[src/rtl/regfile_nport_pkg.sv]
// -----------------------------------------------------------------------------
// regfile_nport_pkg
// Shared definitions for the multi-lane register file: controller states and
// the default geometry (register width, register count, issue lanes).
// No ports.
// -----------------------------------------------------------------------------
package regfile_nport_pkg;

  localparam int RF_XLEN  = 32;
  localparam int RF_NREG  = 32;
  localparam int RF_NLANE = 2;

  // INIT: zeroing sweep in progress, RUN: normal operation (terminal until reset)
  typedef enum logic [0:0] {
    ST_INIT = 1'b0,
    ST_RUN  = 1'b1
  } rf_state_e;

endpackage

[src/rtl/regfile_nport_if.sv]
// -----------------------------------------------------------------------------
// regfile_nport_if
// Bundles the per-lane read, writeback, reservation and status signals of the
// register file. Lane l occupies bits [l*W +: W] of each packed vector, lane
// index = program order.
//   master : the pipeline side (drives addresses, writebacks, claims)
//   slave  : the register file side (drives read data, busy flags, ready)
// Signals:
//   rs1_addr_i/rs2_addr_i  NLANE*ADDRW  source addresses
//   rd_addr_i/rd_data_i/rd_write_i      writeback per lane
//   claim_addr_i/claim_valid_i          destination reservation per lane
//   rs1_data_o/rs2_data_o  NLANE*XLEN   read data
//   rs1_busy_o/rs2_busy_o  NLANE        source has a pending write
//   ready_o                             initialisation sweep complete
// -----------------------------------------------------------------------------
interface regfile_nport_if
  import regfile_nport_pkg::*;
#(
  parameter int XLEN  = RF_XLEN,
  parameter int NREG  = RF_NREG,
  parameter int NLANE = RF_NLANE
);
  localparam int ADDRW = $clog2(NREG);

  logic [NLANE*ADDRW-1:0] rs1_addr_i;
  logic [NLANE*ADDRW-1:0] rs2_addr_i;
  logic [NLANE*ADDRW-1:0] rd_addr_i;
  logic [NLANE*XLEN-1:0]  rd_data_i;
  logic [NLANE-1:0]       rd_write_i;
  logic [NLANE*ADDRW-1:0] claim_addr_i;
  logic [NLANE-1:0]       claim_valid_i;
  logic [NLANE*XLEN-1:0]  rs1_data_o;
  logic [NLANE*XLEN-1:0]  rs2_data_o;
  logic [NLANE-1:0]       rs1_busy_o;
  logic [NLANE-1:0]       rs2_busy_o;
  logic                   ready_o;

  modport master (
    output rs1_addr_i, rs2_addr_i, rd_addr_i, rd_data_i, rd_write_i,
           claim_addr_i, claim_valid_i,
    input  rs1_data_o, rs2_data_o, rs1_busy_o, rs2_busy_o, ready_o
  );

  modport slave (
    input  rs1_addr_i, rs2_addr_i, rd_addr_i, rd_data_i, rd_write_i,
           claim_addr_i, claim_valid_i,
    output rs1_data_o, rs2_data_o, rs1_busy_o, rs2_busy_o, ready_o
  );

endinterface

[src/rtl/regfile_nport_scoreboard.sv]
// -----------------------------------------------------------------------------
// rf_scoreboard
// One busy bit per register. A claim sets the bit, a writeback clears it; when
// both hit the same register on one edge the claim wins. Register 0 is never
// busy. Lookups return the bit for each lane's (already sampled) read address.
// Ports:
//   clock_i, reset_i        clock, synchronous active-high reset (clears all)
//   i_en                    updates accepted only when high (RUN state)
//   i_rd_addr/i_rd_write    per-lane writebacks (clear)
//   i_claim_addr/i_claim_valid per-lane reservations (set)
//   i_rs1_addr/i_rs2_addr   per-lane lookup addresses
//   o_rs1_busy/o_rs2_busy   per-lane busy flags
// -----------------------------------------------------------------------------
module rf_scoreboard #(
  parameter int NREG  = 32,
  parameter int NLANE = 2,
  parameter int ADDRW = $clog2(NREG)
) (
  input  logic                   clock_i,
  input  logic                   reset_i,
  input  logic                   i_en,
  input  logic [NLANE*ADDRW-1:0] i_rd_addr,
  input  logic [NLANE-1:0]       i_rd_write,
  input  logic [NLANE*ADDRW-1:0] i_claim_addr,
  input  logic [NLANE-1:0]       i_claim_valid,
  input  logic [NLANE*ADDRW-1:0] i_rs1_addr,
  input  logic [NLANE*ADDRW-1:0] i_rs2_addr,
  output logic [NLANE-1:0]       o_rs1_busy,
  output logic [NLANE-1:0]       o_rs2_busy
);

  logic [NREG-1:0] r_busy;
  logic [NREG-1:0] w_busy_next;

  // Next busy vector: clears first, then claims, so a claim overrides a clear
  always_comb begin
    w_busy_next = r_busy;
    if (i_en) begin
      for (int w = 0; w < NLANE; w++) begin
        if (i_rd_write[w]) begin
          w_busy_next[i_rd_addr[w*ADDRW +: ADDRW]] = 1'b0;
        end else begin
          w_busy_next = w_busy_next;
        end
      end
      for (int w = 0; w < NLANE; w++) begin
        if (i_claim_valid[w]) begin
          w_busy_next[i_claim_addr[w*ADDRW +: ADDRW]] = 1'b1;
        end else begin
          w_busy_next = w_busy_next;
        end
      end
    end else begin
      w_busy_next = r_busy;
    end
    // x0 is hard-wired: never reserved
    w_busy_next[0] = 1'b0;
  end

  // Busy bit storage
  always_ff @(posedge clock_i) begin
    if (reset_i) begin
      r_busy <= '0;
    end else begin
      r_busy <= w_busy_next;
    end
  end

  // Per-lane busy lookups
  always_comb begin
    o_rs1_busy = '0;
    o_rs2_busy = '0;
    for (int l = 0; l < NLANE; l++) begin
      o_rs1_busy[l] = r_busy[i_rs1_addr[l*ADDRW +: ADDRW]];
      o_rs2_busy[l] = r_busy[i_rs2_addr[l*ADDRW +: ADDRW]];
    end
  end

endmodule

[src/rtl/regfile_nport.sv]
// -----------------------------------------------------------------------------
// regfile_nport
// Multi-lane register file with a busy-bit scoreboard and a zeroing sweep after
// reset. Reads have one cycle of latency: addresses are sampled on an edge and
// the array (plus busy bits) is looked up during the following cycle.
// After reset the controller spends NREG cycles in INIT writing zero to one
// register per cycle; writebacks and claims are ignored and all outputs read 0
// until RUN, when ready_o goes high.
// Ports:
//   clock_i   rising-edge clock
//   reset_i   synchronous active-high reset (INIT, busy cleared, addresses
//             cleared; array contents are zeroed only by the sweep)
//   rf_bus    regfile_nport_if.slave, see interface header
// Optional feature (macro REGFILE_BYPASS_EN): a writeback presented in the
// read cycle to the address being read is forwarded combinationally to the
// data output (highest lane wins), and busy for that address then reads 0
// unless it is also claimed in that cycle.
// -----------------------------------------------------------------------------
module regfile_nport
  import regfile_nport_pkg::*;
#(
  parameter int XLEN  = RF_XLEN,
  parameter int NREG  = RF_NREG,
  parameter int NLANE = RF_NLANE
) (
  input logic            clock_i,
  input logic            reset_i,
  regfile_nport_if.slave rf_bus
);

  localparam int ADDRW = $clog2(NREG);

  rf_state_e              r_state;
  rf_state_e              w_state_next;
  logic [ADDRW-1:0]       r_sweep_cnt;
  logic [ADDRW-1:0]       w_sweep_cnt_next;
  logic                   r_ready;
  logic                   w_ready_next;
  logic [NLANE*ADDRW-1:0] r_rs1_addr;
  logic [NLANE*ADDRW-1:0] r_rs2_addr;
  logic [XLEN-1:0]        r_mem [NREG];

  logic [NLANE-1:0]       w_sb_rs1_busy;
  logic [NLANE-1:0]       w_sb_rs2_busy;
  logic [NLANE*XLEN-1:0]  w_rs1_data;
  logic [NLANE*XLEN-1:0]  w_rs2_data;
  logic [NLANE-1:0]       w_rs1_busy;
  logic [NLANE-1:0]       w_rs2_busy;
  logic [ADDRW-1:0]       w_addr;
  logic [XLEN-1:0]        w_data;
  logic                   w_busy;
  logic                   w_run;
`ifdef REGFILE_BYPASS_EN
  logic                   w_hit;
  logic                   w_claimed;
`endif

  assign w_run = (r_state == ST_RUN);

  // Sweep FSM next state: counter stops at NREG-1, RUN is terminal
  always_comb begin
    w_state_next     = r_state;
    w_sweep_cnt_next = r_sweep_cnt;
    w_ready_next     = 1'b0;
    case (r_state)
      ST_INIT: begin
        if (r_sweep_cnt == ADDRW'(NREG - 1)) begin
          w_state_next = ST_RUN;
          w_ready_next = 1'b1;
        end else begin
          w_sweep_cnt_next = r_sweep_cnt + ADDRW'(1);
        end
      end
      ST_RUN: begin
        w_ready_next = 1'b1;
      end
      default: begin
        w_state_next     = ST_INIT;
        w_sweep_cnt_next = '0;
      end
    endcase
  end

  // Controller state, sweep counter, ready flag and sampled read addresses
  always_ff @(posedge clock_i) begin
    if (reset_i) begin
      r_state     <= ST_INIT;
      r_sweep_cnt <= '0;
      r_ready     <= 1'b0;
      r_rs1_addr  <= '0;
      r_rs2_addr  <= '0;
    end else begin
      r_state     <= w_state_next;
      r_sweep_cnt <= w_sweep_cnt_next;
      r_ready     <= w_ready_next;
      r_rs1_addr  <= rf_bus.rs1_addr_i;
      r_rs2_addr  <= rf_bus.rs2_addr_i;
    end
  end

  // Register array: sweep zeroing in INIT, lane writebacks in RUN.
  // Later lanes are written last so the highest lane wins on a collision.
  always_ff @(posedge clock_i) begin
    if (r_state == ST_INIT) begin
      r_mem[r_sweep_cnt] <= '0;
    end else if (!reset_i) begin
      for (int w = 0; w < NLANE; w++) begin
        if (rf_bus.rd_write_i[w] && (rf_bus.rd_addr_i[w*ADDRW +: ADDRW] != '0)) begin
          r_mem[rf_bus.rd_addr_i[w*ADDRW +: ADDRW]] <= rf_bus.rd_data_i[w*XLEN +: XLEN];
        end
      end
    end
  end

  rf_scoreboard #(
    .NREG  (NREG),
    .NLANE (NLANE),
    .ADDRW (ADDRW)
  ) u_scoreboard (
    .clock_i       (clock_i),
    .reset_i       (reset_i),
    .i_en          (w_run),
    .i_rd_addr     (rf_bus.rd_addr_i),
    .i_rd_write    (rf_bus.rd_write_i),
    .i_claim_addr  (rf_bus.claim_addr_i),
    .i_claim_valid (rf_bus.claim_valid_i),
    .i_rs1_addr    (r_rs1_addr),
    .i_rs2_addr    (r_rs2_addr),
    .o_rs1_busy    (w_sb_rs1_busy),
    .o_rs2_busy    (w_sb_rs2_busy)
  );

  // Read ports: p=0 is rs1, p=1 is rs2; x0 and the INIT state force zeros
  always_comb begin
    w_rs1_data = '0;
    w_rs2_data = '0;
    w_rs1_busy = '0;
    w_rs2_busy = '0;
    w_addr     = '0;
    w_data     = '0;
    w_busy     = 1'b0;
`ifdef REGFILE_BYPASS_EN
    w_hit      = 1'b0;
    w_claimed  = 1'b0;
`endif
    for (int l = 0; l < NLANE; l++) begin
      for (int p = 0; p < 2; p++) begin
        w_addr = (p == 0) ? r_rs1_addr[l*ADDRW +: ADDRW] : r_rs2_addr[l*ADDRW +: ADDRW];
        w_data = r_mem[w_addr];
        w_busy = (p == 0) ? w_sb_rs1_busy[l] : w_sb_rs2_busy[l];
`ifdef REGFILE_BYPASS_EN
        // Forward this cycle's writeback; a same-cycle claim keeps it busy
        w_hit     = 1'b0;
        w_claimed = 1'b0;
        for (int w = 0; w < NLANE; w++) begin
          if (rf_bus.rd_write_i[w] && (rf_bus.rd_addr_i[w*ADDRW +: ADDRW] == w_addr)) begin
            w_hit  = 1'b1;
            w_data = rf_bus.rd_data_i[w*XLEN +: XLEN];
          end else begin
            w_hit = w_hit;
          end
          if (rf_bus.claim_valid_i[w] && (rf_bus.claim_addr_i[w*ADDRW +: ADDRW] == w_addr)) begin
            w_claimed = 1'b1;
          end else begin
            w_claimed = w_claimed;
          end
        end
        if (w_hit) begin
          w_busy = w_claimed;
        end else begin
          w_busy = w_busy;
        end
`endif
        if (!w_run || (w_addr == '0)) begin
          w_data = '0;
          w_busy = 1'b0;
        end else begin
          w_data = w_data;
        end
        if (p == 0) begin
          w_rs1_data[l*XLEN +: XLEN] = w_data;
          w_rs1_busy[l]              = w_busy;
        end else begin
          w_rs2_data[l*XLEN +: XLEN] = w_data;
          w_rs2_busy[l]              = w_busy;
        end
      end
    end
  end

  assign rf_bus.rs1_data_o = w_rs1_data;
  assign rf_bus.rs2_data_o = w_rs2_data;
  assign rf_bus.rs1_busy_o = w_rs1_busy;
  assign rf_bus.rs2_busy_o = w_rs2_busy;
  assign rf_bus.ready_o    = r_ready;

endmodule

[src/flat_wrapper.sv]
// flat-port wrapper written by rule: the top's interface ports become plain ports
module regfile_nport_flat import regfile_nport_pkg::*;
#(
  parameter int XLEN  = RF_XLEN,
  parameter int NREG  = RF_NREG,
  parameter int NLANE = RF_NLANE
)
  (clock_i, reset_i, rf_bus_rs1_addr_i, rf_bus_rs2_addr_i, rf_bus_rd_addr_i, rf_bus_rd_data_i, rf_bus_rd_write_i, rf_bus_claim_addr_i, rf_bus_claim_valid_i, rf_bus_rs1_data_o, rf_bus_rs2_data_o, rf_bus_rs1_busy_o, rf_bus_rs2_busy_o, rf_bus_ready_o);
  regfile_nport_if #(.XLEN(XLEN), .NREG(NREG), .NLANE(NLANE)) rf_bus_i ();
  input logic clock_i;
  input logic reset_i;
  input wire logic [$bits(rf_bus_i.rs1_addr_i)-1:0] rf_bus_rs1_addr_i;
  input wire logic [$bits(rf_bus_i.rs2_addr_i)-1:0] rf_bus_rs2_addr_i;
  input wire logic [$bits(rf_bus_i.rd_addr_i)-1:0] rf_bus_rd_addr_i;
  input wire logic [$bits(rf_bus_i.rd_data_i)-1:0] rf_bus_rd_data_i;
  input wire logic [$bits(rf_bus_i.rd_write_i)-1:0] rf_bus_rd_write_i;
  input wire logic [$bits(rf_bus_i.claim_addr_i)-1:0] rf_bus_claim_addr_i;
  input wire logic [$bits(rf_bus_i.claim_valid_i)-1:0] rf_bus_claim_valid_i;
  output wire logic [$bits(rf_bus_i.rs1_data_o)-1:0] rf_bus_rs1_data_o;
  output wire logic [$bits(rf_bus_i.rs2_data_o)-1:0] rf_bus_rs2_data_o;
  output wire logic [$bits(rf_bus_i.rs1_busy_o)-1:0] rf_bus_rs1_busy_o;
  output wire logic [$bits(rf_bus_i.rs2_busy_o)-1:0] rf_bus_rs2_busy_o;
  output wire logic [$bits(rf_bus_i.ready_o)-1:0] rf_bus_ready_o;
  assign rf_bus_i.rs1_addr_i = rf_bus_rs1_addr_i;
  assign rf_bus_i.rs2_addr_i = rf_bus_rs2_addr_i;
  assign rf_bus_i.rd_addr_i = rf_bus_rd_addr_i;
  assign rf_bus_i.rd_data_i = rf_bus_rd_data_i;
  assign rf_bus_i.rd_write_i = rf_bus_rd_write_i;
  assign rf_bus_i.claim_addr_i = rf_bus_claim_addr_i;
  assign rf_bus_i.claim_valid_i = rf_bus_claim_valid_i;
  assign rf_bus_rs1_data_o = rf_bus_i.rs1_data_o;
  assign rf_bus_rs2_data_o = rf_bus_i.rs2_data_o;
  assign rf_bus_rs1_busy_o = rf_bus_i.rs1_busy_o;
  assign rf_bus_rs2_busy_o = rf_bus_i.rs2_busy_o;
  assign rf_bus_ready_o = rf_bus_i.ready_o;
  regfile_nport #(.XLEN(XLEN), .NREG(NREG), .NLANE(NLANE)) u_core (.clock_i(clock_i), .reset_i(reset_i), .rf_bus(rf_bus_i));
endmodule
[config.mk]
export PLATFORM = sky130hd
export DESIGN_NAME = regfile_nport_flat
export DESIGN_NICKNAME = d
export VERILOG_FILES = /design/src/rtl/regfile_nport_pkg.sv /design/src/rtl/regfile_nport_if.sv /design/src/rtl/regfile_nport_scoreboard.sv /design/src/rtl/regfile_nport.sv /design/src/flat_wrapper.sv
export SDC_FILE = /design/constraint.sdc
export NUM_CORES = 2
export LEC_CHECK = 0
export BUFFER_PORTS_ARGS = -buffer_cell sky130_fd_sc_hd__buf_4
export CAP_MARGIN = 20
export CORE_MARGIN = 2
export CORE_UTILIZATION = 35
export CTS_CLUSTER_SIZE = 40
export DETAILED_ROUTE_END_ITERATION = 8
export PLACE_DENSITY = 0.51
export SLEW_MARGIN = 10
export SYNTH_ARGS = -nofsm -noshare
export SYNTH_HDL_FRONTEND = slang
export SYNTH_SLANG_ARGS = --single-unit
export TNS_END_PERCENT = 30
[constraint.sdc]
create_clock -name clock_i -period 6.9 [get_ports clock_i]
set_input_delay 1.38 -clock clock_i [delete_from_list [all_inputs] [get_ports clock_i]]
set_output_delay 1.38 -clock clock_i [all_outputs]
set_load 0.05 [all_outputs]
======== Yosys cells after proc, flatten, opt, wreduce, memory -nomap -nowiden ========
Memories as Yosys holds them, arrays and structs flattened. A register that Yosys moved wholly into a read port is not among the register bits.
Index checks and enable logic that the tools add are counted.
operators by class
  $lt $le $gt $ge ......................... 12
  bitwise operators ....................... 8
  divide/modulo/power cells ............... 0
  $add $sub $neg .......................... 1
  eq/ne operators ......................... 1
  mux-type cells .......................... 50
  reduce and logical (&&, ||, !) cells .... 19
  multiply operators ...................... 0
  shift-type cells ........................ 0
operators with widths
  operator                                                                       count
  32-bit 2-to-1 mux                                                              12
  32-bit AND                                                                     2
  32-bit NOT                                                                     2
  32-bit bitwise OR                                                              2
  5-bit by 6-bit less-than comparator with 1-bit output (second input constant)  8
  32-bit OR reduction                                                            1
  5-bit 2-to-1 mux                                                               5
  1-bit 2-to-1 mux                                                               24
  1-bit binary-select mux with 5-bit select                                      4
  1-bit demux with 5-bit select                                                  4
  5-bit by 1-bit >= comparator with 1-bit output (second input constant)         4
  5-bit logical NOT                                                              4
  5-bit nonzero test                                                             2
  1-bit logical AND                                                              6
  5-bit by 1-bit adder with 5-bit output (second input constant)                 1
  5-bit == test (second input constant)                                          1
  1-bit logical OR                                                               4
  1-bit NOT                                                                      2
  1-bit case mux with 2 select lines                                             1
  2-bit AND reduction                                                            1
  1-bit logical NOT                                                              1
word-level totals
  logic and storage cells ................. 99
  memories kept ........................... 1
  output and inout bits ................... 133
  bits in read-only memories .............. 0
  memory bits (writable) .................. 1024
  register bits ........................... 59
  latch bits .............................. 0
  input bits .............................. 110
memory list
  name          words  width  read ports  clocked after memory_dff  wr ports  RTL line             text
  u_core.r_mem  32     32     4           4                         2         regfile_nport.sv:41  logic [XLEN-1:0] r_mem [NREG];

======== Depth between registers and ports, before layout ========
  depth after elaboration ................. 16
  mapped depth ............................ 8
  depth with buffers taken out ............ 7

======== Modules after synthesis ========
From an unflattened synthesis, not the netlist that was laid out.
unflattened totals
  cell total of the unflattened synthesis .. 7373
  area total of the unflattened synthesis .. 79160.9 µm²
by module, submodules not included
  module         area each (µm²)  times used  sequential area each (µm²)  cells an instance
  regfile_nport  76051.7          1           31270.0                     6977
  rf_scoreboard  3109.2           1           620.6                       396

======== Worst setup path after synthesis ========
No wires, ideal clock.
  kind .................................... input to register
  start ................................... input port rf_bus_rd_addr_i[2]
  end ..................................... memory u_core.r_mem[27][0] in the netlist's numbering (enable)
  required time ........................... 6.430 ns
  setup time .............................. 0.470 ns
  stages on the path ...................... 6
  buffers on the path ..................... 2
  path slack .............................. 1.524 ns
  arrival time ............................ 4.906 ns
  path through ............................ clkbuf_1 -> nor3_4 -> a21oi_4 -> buf_2 -> a211o_1 -> o31ai_1
RTL lines
  item             RTL line             text
  start, declared  flat_wrapper.sv:14   input wire logic [$bits(rf_bus_i.rd_addr_i)-1:0] rf_bus_rd_addr_i;
  end, declared    regfile_nport.sv:41

==> metrics.md <==
| Metric | Value |
|---|---|
| Per-cell routed wire length | 38.3 um |
| Layout cell share with drive strength beyond 1 | 35.9% |
| CTS Root Cell | clkbuf_16 |
| Initial antenna violation count | 17 |
| CTS tree | yes |
| Post-layout nets | ~5,800 |
| Crit path arrival time | 4580 ps |
| Detail Placement HPWL | 199,000 um |
| Setup Skew | 15.7 ps |
| Final setup violating endpoints | 0 |
| Gate Count Post-Synth | 5,858 |
| Synth Area in XOR/XNOR | 0.0333% |
| Commonest non-fill, non-tap cell in the layout | mux4_2 |
| Mapped Nets | ~6,000 |
| Synth Area in Simple Gates | 5.36% |
| Reg-to-reg startpoint | u_core.rf_bus.ready_o$_SDFF_PP0_ |
| CTS max path bufs | 3 |
| CP max stage cell | dfxtp_2 |
| Skew-Pair Late Insertion Delay | between 700 and 800 ps |
| Post-CTS Resized | 0 |
| Drt pass-1 iters | 6 |
| Clk sinks | 1,081 |
| Pwr/cell area | ~180 nW/um2 |
| DIE WIDTH | 479 um |
| HP Start | u_core.u_scoreboard.r_busy[28]$_SDFFE_PP0P_ |
| R2R cell count | 6 |
| Crit-path max FO | 49 |
| Static Leak | 25.7 nW |
| CP Cell Sequence | inv_2, or4_2, buf_4, o22a_1, o221ai_1, buf_4 |
| # DRC | 0 |
| Post-synth EDFFs | ~1,000 |
| Placed Instances | 8,534 |
| Vias after detailed routing | 58,680 |
| Part of the cycle the worst path needs | 86.3% |
| Max transition margin | 20.3% |
| Core Area | 225,000 um2 |
| CP Capture Type | primary output |
| Finished Layout Cells | just under 9,000 |
| Worst R2R End | u_core.r_mem[20][19]$_DFFE_PP_ |
| Avg Cell Area, Syn | 13.5 um2 |
| Finished Core Util | 39.2% |
| Chip Height | 479 um |
| #FFs+latches synth | 1,081 |
| Minimum clock period | 5960 ps |
| Synth Flop Type | edfxtp_1 |
| Tightest Pin Transition | 1200 ps |
| Unrepaired setup endpoints after global routing | no |
| Synth Area in Compound Gates | 8.89% |
| Synth unique cells | 69 |
| Highest-count cells in the layout ignoring fill and taps | mux4_2 (1,052), edfxtp_1 (1,024), nand2_1 (784), o21ai_0 (711), mux2i_1 (534) |
| Critical Path Start Type | flop |
| Htree depth | 4 |
| Worst Setup SP | u_core.rf_bus.ready_o$_SDFF_PP0_ |
| Max-Cap Viols | 0 |
| Post-CTS setup buffer count | 0 |
| Max VDD drop | 0.301 mV |
| Routed Antenna Nets | 0 |
| Min-Delay Path Class | flop to flop |
| Die ar. | 230,000 um2 |
| Hold Path End | u_core.u_scoreboard.r_busy[28]$_SDFFE_PP0P_ |
| Hold path depth | 2 |
| Required time of the worst setup path | ~5500 ps |
| Number of buffers and inverters on the critical path | 3 |
| Peak Freq | 168 MHz |
| Async set-reset flop share out of synthesis | 0% |
| Syn. warnings | 0 |
| Worst stage delay on the critical path | just under 1000 ps |
| Adder-Cell Fraction of Synth Area | 0.0317% |
| Row cnt | 174 |
| # fillers | between 20,000 and 25,000 |
| Largest family of logic cells by synthesized area | multiplexers |
| Vias in the first global route | 56,928 |
| Final hold vios | 0 |
| Post-synthesis mux area share | roughly two fifths |
| Largest net degree at the start of global routing | 89 |
| Hold Buf Count CTS | 0 |
| Mapped Area | between 70,000 and 80,000 um2 |
| Global-route usage over all layers | 28.8% |
| Status | finished, final reports clean |
| Top Ports | 243 |
| Setup TNS | 0 ps |
| Port Buf Inserts | around 240 |
| Initial core utilization | 35.2% |
| Drt via density | 6.68 |
| Crit path kind | flop to primary output |
| GP Congestion | 0.867 |
| DRT iter0 DRCs | between 8,000 and 9,000 |
| CTS clk-pin slew, worst paths | 60 ps |
| Synth-to-layout area growth | 11.5% |
| Slew Viols, Final | 0 |
| First-pass GRT wire length | 464,000 um |
| CP top delay family | buffers and inverters |
| Sequential element share of the synthesized area | 40.4% |
| Post-Route WL | 336,000 um |
| Num CTS Buffers | 137 |
| Gr ovfl total | 0 |
| Cell mode on critical path | buf_4 |
| Worst R2R Setup Slack | 2140 ps |
==> layout make-up <==
cell class	instances	area [um2]	area share, %
Antenna cell	7	17.5	0.0199
Clock buffer	174	3770	4.28
Clock inverter	73	594	0.675
Inverter	40	150	0.170
Multi-Input combinational cell	4000	44200	50.2
Sequential cell	1081	31900	36.3
Tap cell	2992	3740	4.25
Timing Repair Buffer	422	3640	4.13
==> power breakdown <==
group	switching (W)	internal (W)	total (W)	leakage (nW)
logic	0.000959	0.000761	0.00172	15.0
clock network	0.00307	0.00416	0.00723	2.14
registers	0.000156	0.00717	0.00732	8.54
==> worst max-delay path by stage <==
stage	to	slack, ps	cells past startpoint
after floorplan	u_core.r_mem[27][0]$_DFFE_PP_	1520	6
after global placement	u_core.r_mem[20][24]$_DFFE_PP_	1750	6
after detailed placement	u_core.r_mem[20][23]$_DFFE_PP_	1690	6
after CTS	rf_bus_rs1_data_o[14]	980	6
after global routing	rf_bus_rs1_data_o[0]	790	6
final	rf_bus_rs1_data_o[0]	940	6
==> Yosys cell counts, drive strengths merged, types with 7 or more instances <==
master / instances / area share [%]
buf: 346 / 2.4
o221ai: 131 / 1.5
nand3: 12 / 0.076
o22ai: 32 / 0.25
and3: 18 / 0.14
nand2: 791 / 3.8
mux2i: 534 / 6.8
inv: 33 / 0.16
o21ai: 745 / 4.7
nor2: 18 / 0.11
nor3b: 12 / 0.15
nand2b: 7 / 0.055
o31ai: 14 / 0.13
and3b: 14 / 0.16
clkinv: 7 / 0.033
mux2: 288 / 4.1
nand3b: 21 / 0.20
clkbuf: 391 / 1.9
or3b: 9 / 0.10
o21bai: 10 / 0.095
o22a: 130 / 1.4
nor2b: 27 / 0.21
dfxtp: 57 / 1.4
a21oi: 39 / 0.26
mux4: 1052 / 30
nor3: 16 / 0.14
edfxtp: 1024 / 39
a22oi: 32 / 0.30
==> metrics by stage <==
| step | power (W) | hold WS, ps | setup WS (ps) | cell area [um2] |
|---|---|---|---|---|
| 6_report | 0.0163 | 531 | 945 | 88100 |
| 3_5_place_dp | 0.00916 | 524 | 1690 | 83700 |
| 2_1_floorplan | 0.00858 | 476 | 1520 | 79000 |
| 5_1_grt | 0.0166 | 551 | 786 | 88100 |
| 4_1_cts | 0.0163 | 530 | 979 | 88000 |
| 3_3_place_gp | 0.00915 | 513 | 1750 | 83600 |
==> state kept, by name, summed over array words and instances (netlist names) <==
signal,count
u_core.r_mem,1024
u_core.u_scoreboard.r_busy,31
u_core.r_rs1_addr,10
u_core.r_rs2_addr,10
u_core.r_sweep_cnt,5
u_core.rf_bus.ready_o,1
==> logic make-up after synthesis <==
kind of cell | count (synthesis)
compound gates | 1155
fa+ha+maj | 2
flops | 1081
buf+inv | 777
mux | 1874
xor+xnor | 3
simple gates | 966
==> tightest hold or removal path: cells and delay by family, from the launching register on <==
kind	cells	cell delay [ps]
AOI/OAI and AO/OA	2	140
DFF	1	340
==> metal layers <==
layer	global-route usage, %	up-vias	part of all wire [%]	routed length (um)
li1	-	23505	-	-
met1	38.7	30599	39	132000
met2	45.0	3908	46	154000
met3	6.87	652	11	36000
met4	10.9	16	4.2	14100
met5	0	-	0.031	103
No activity file was read; power rests on OpenSTA's default activity.
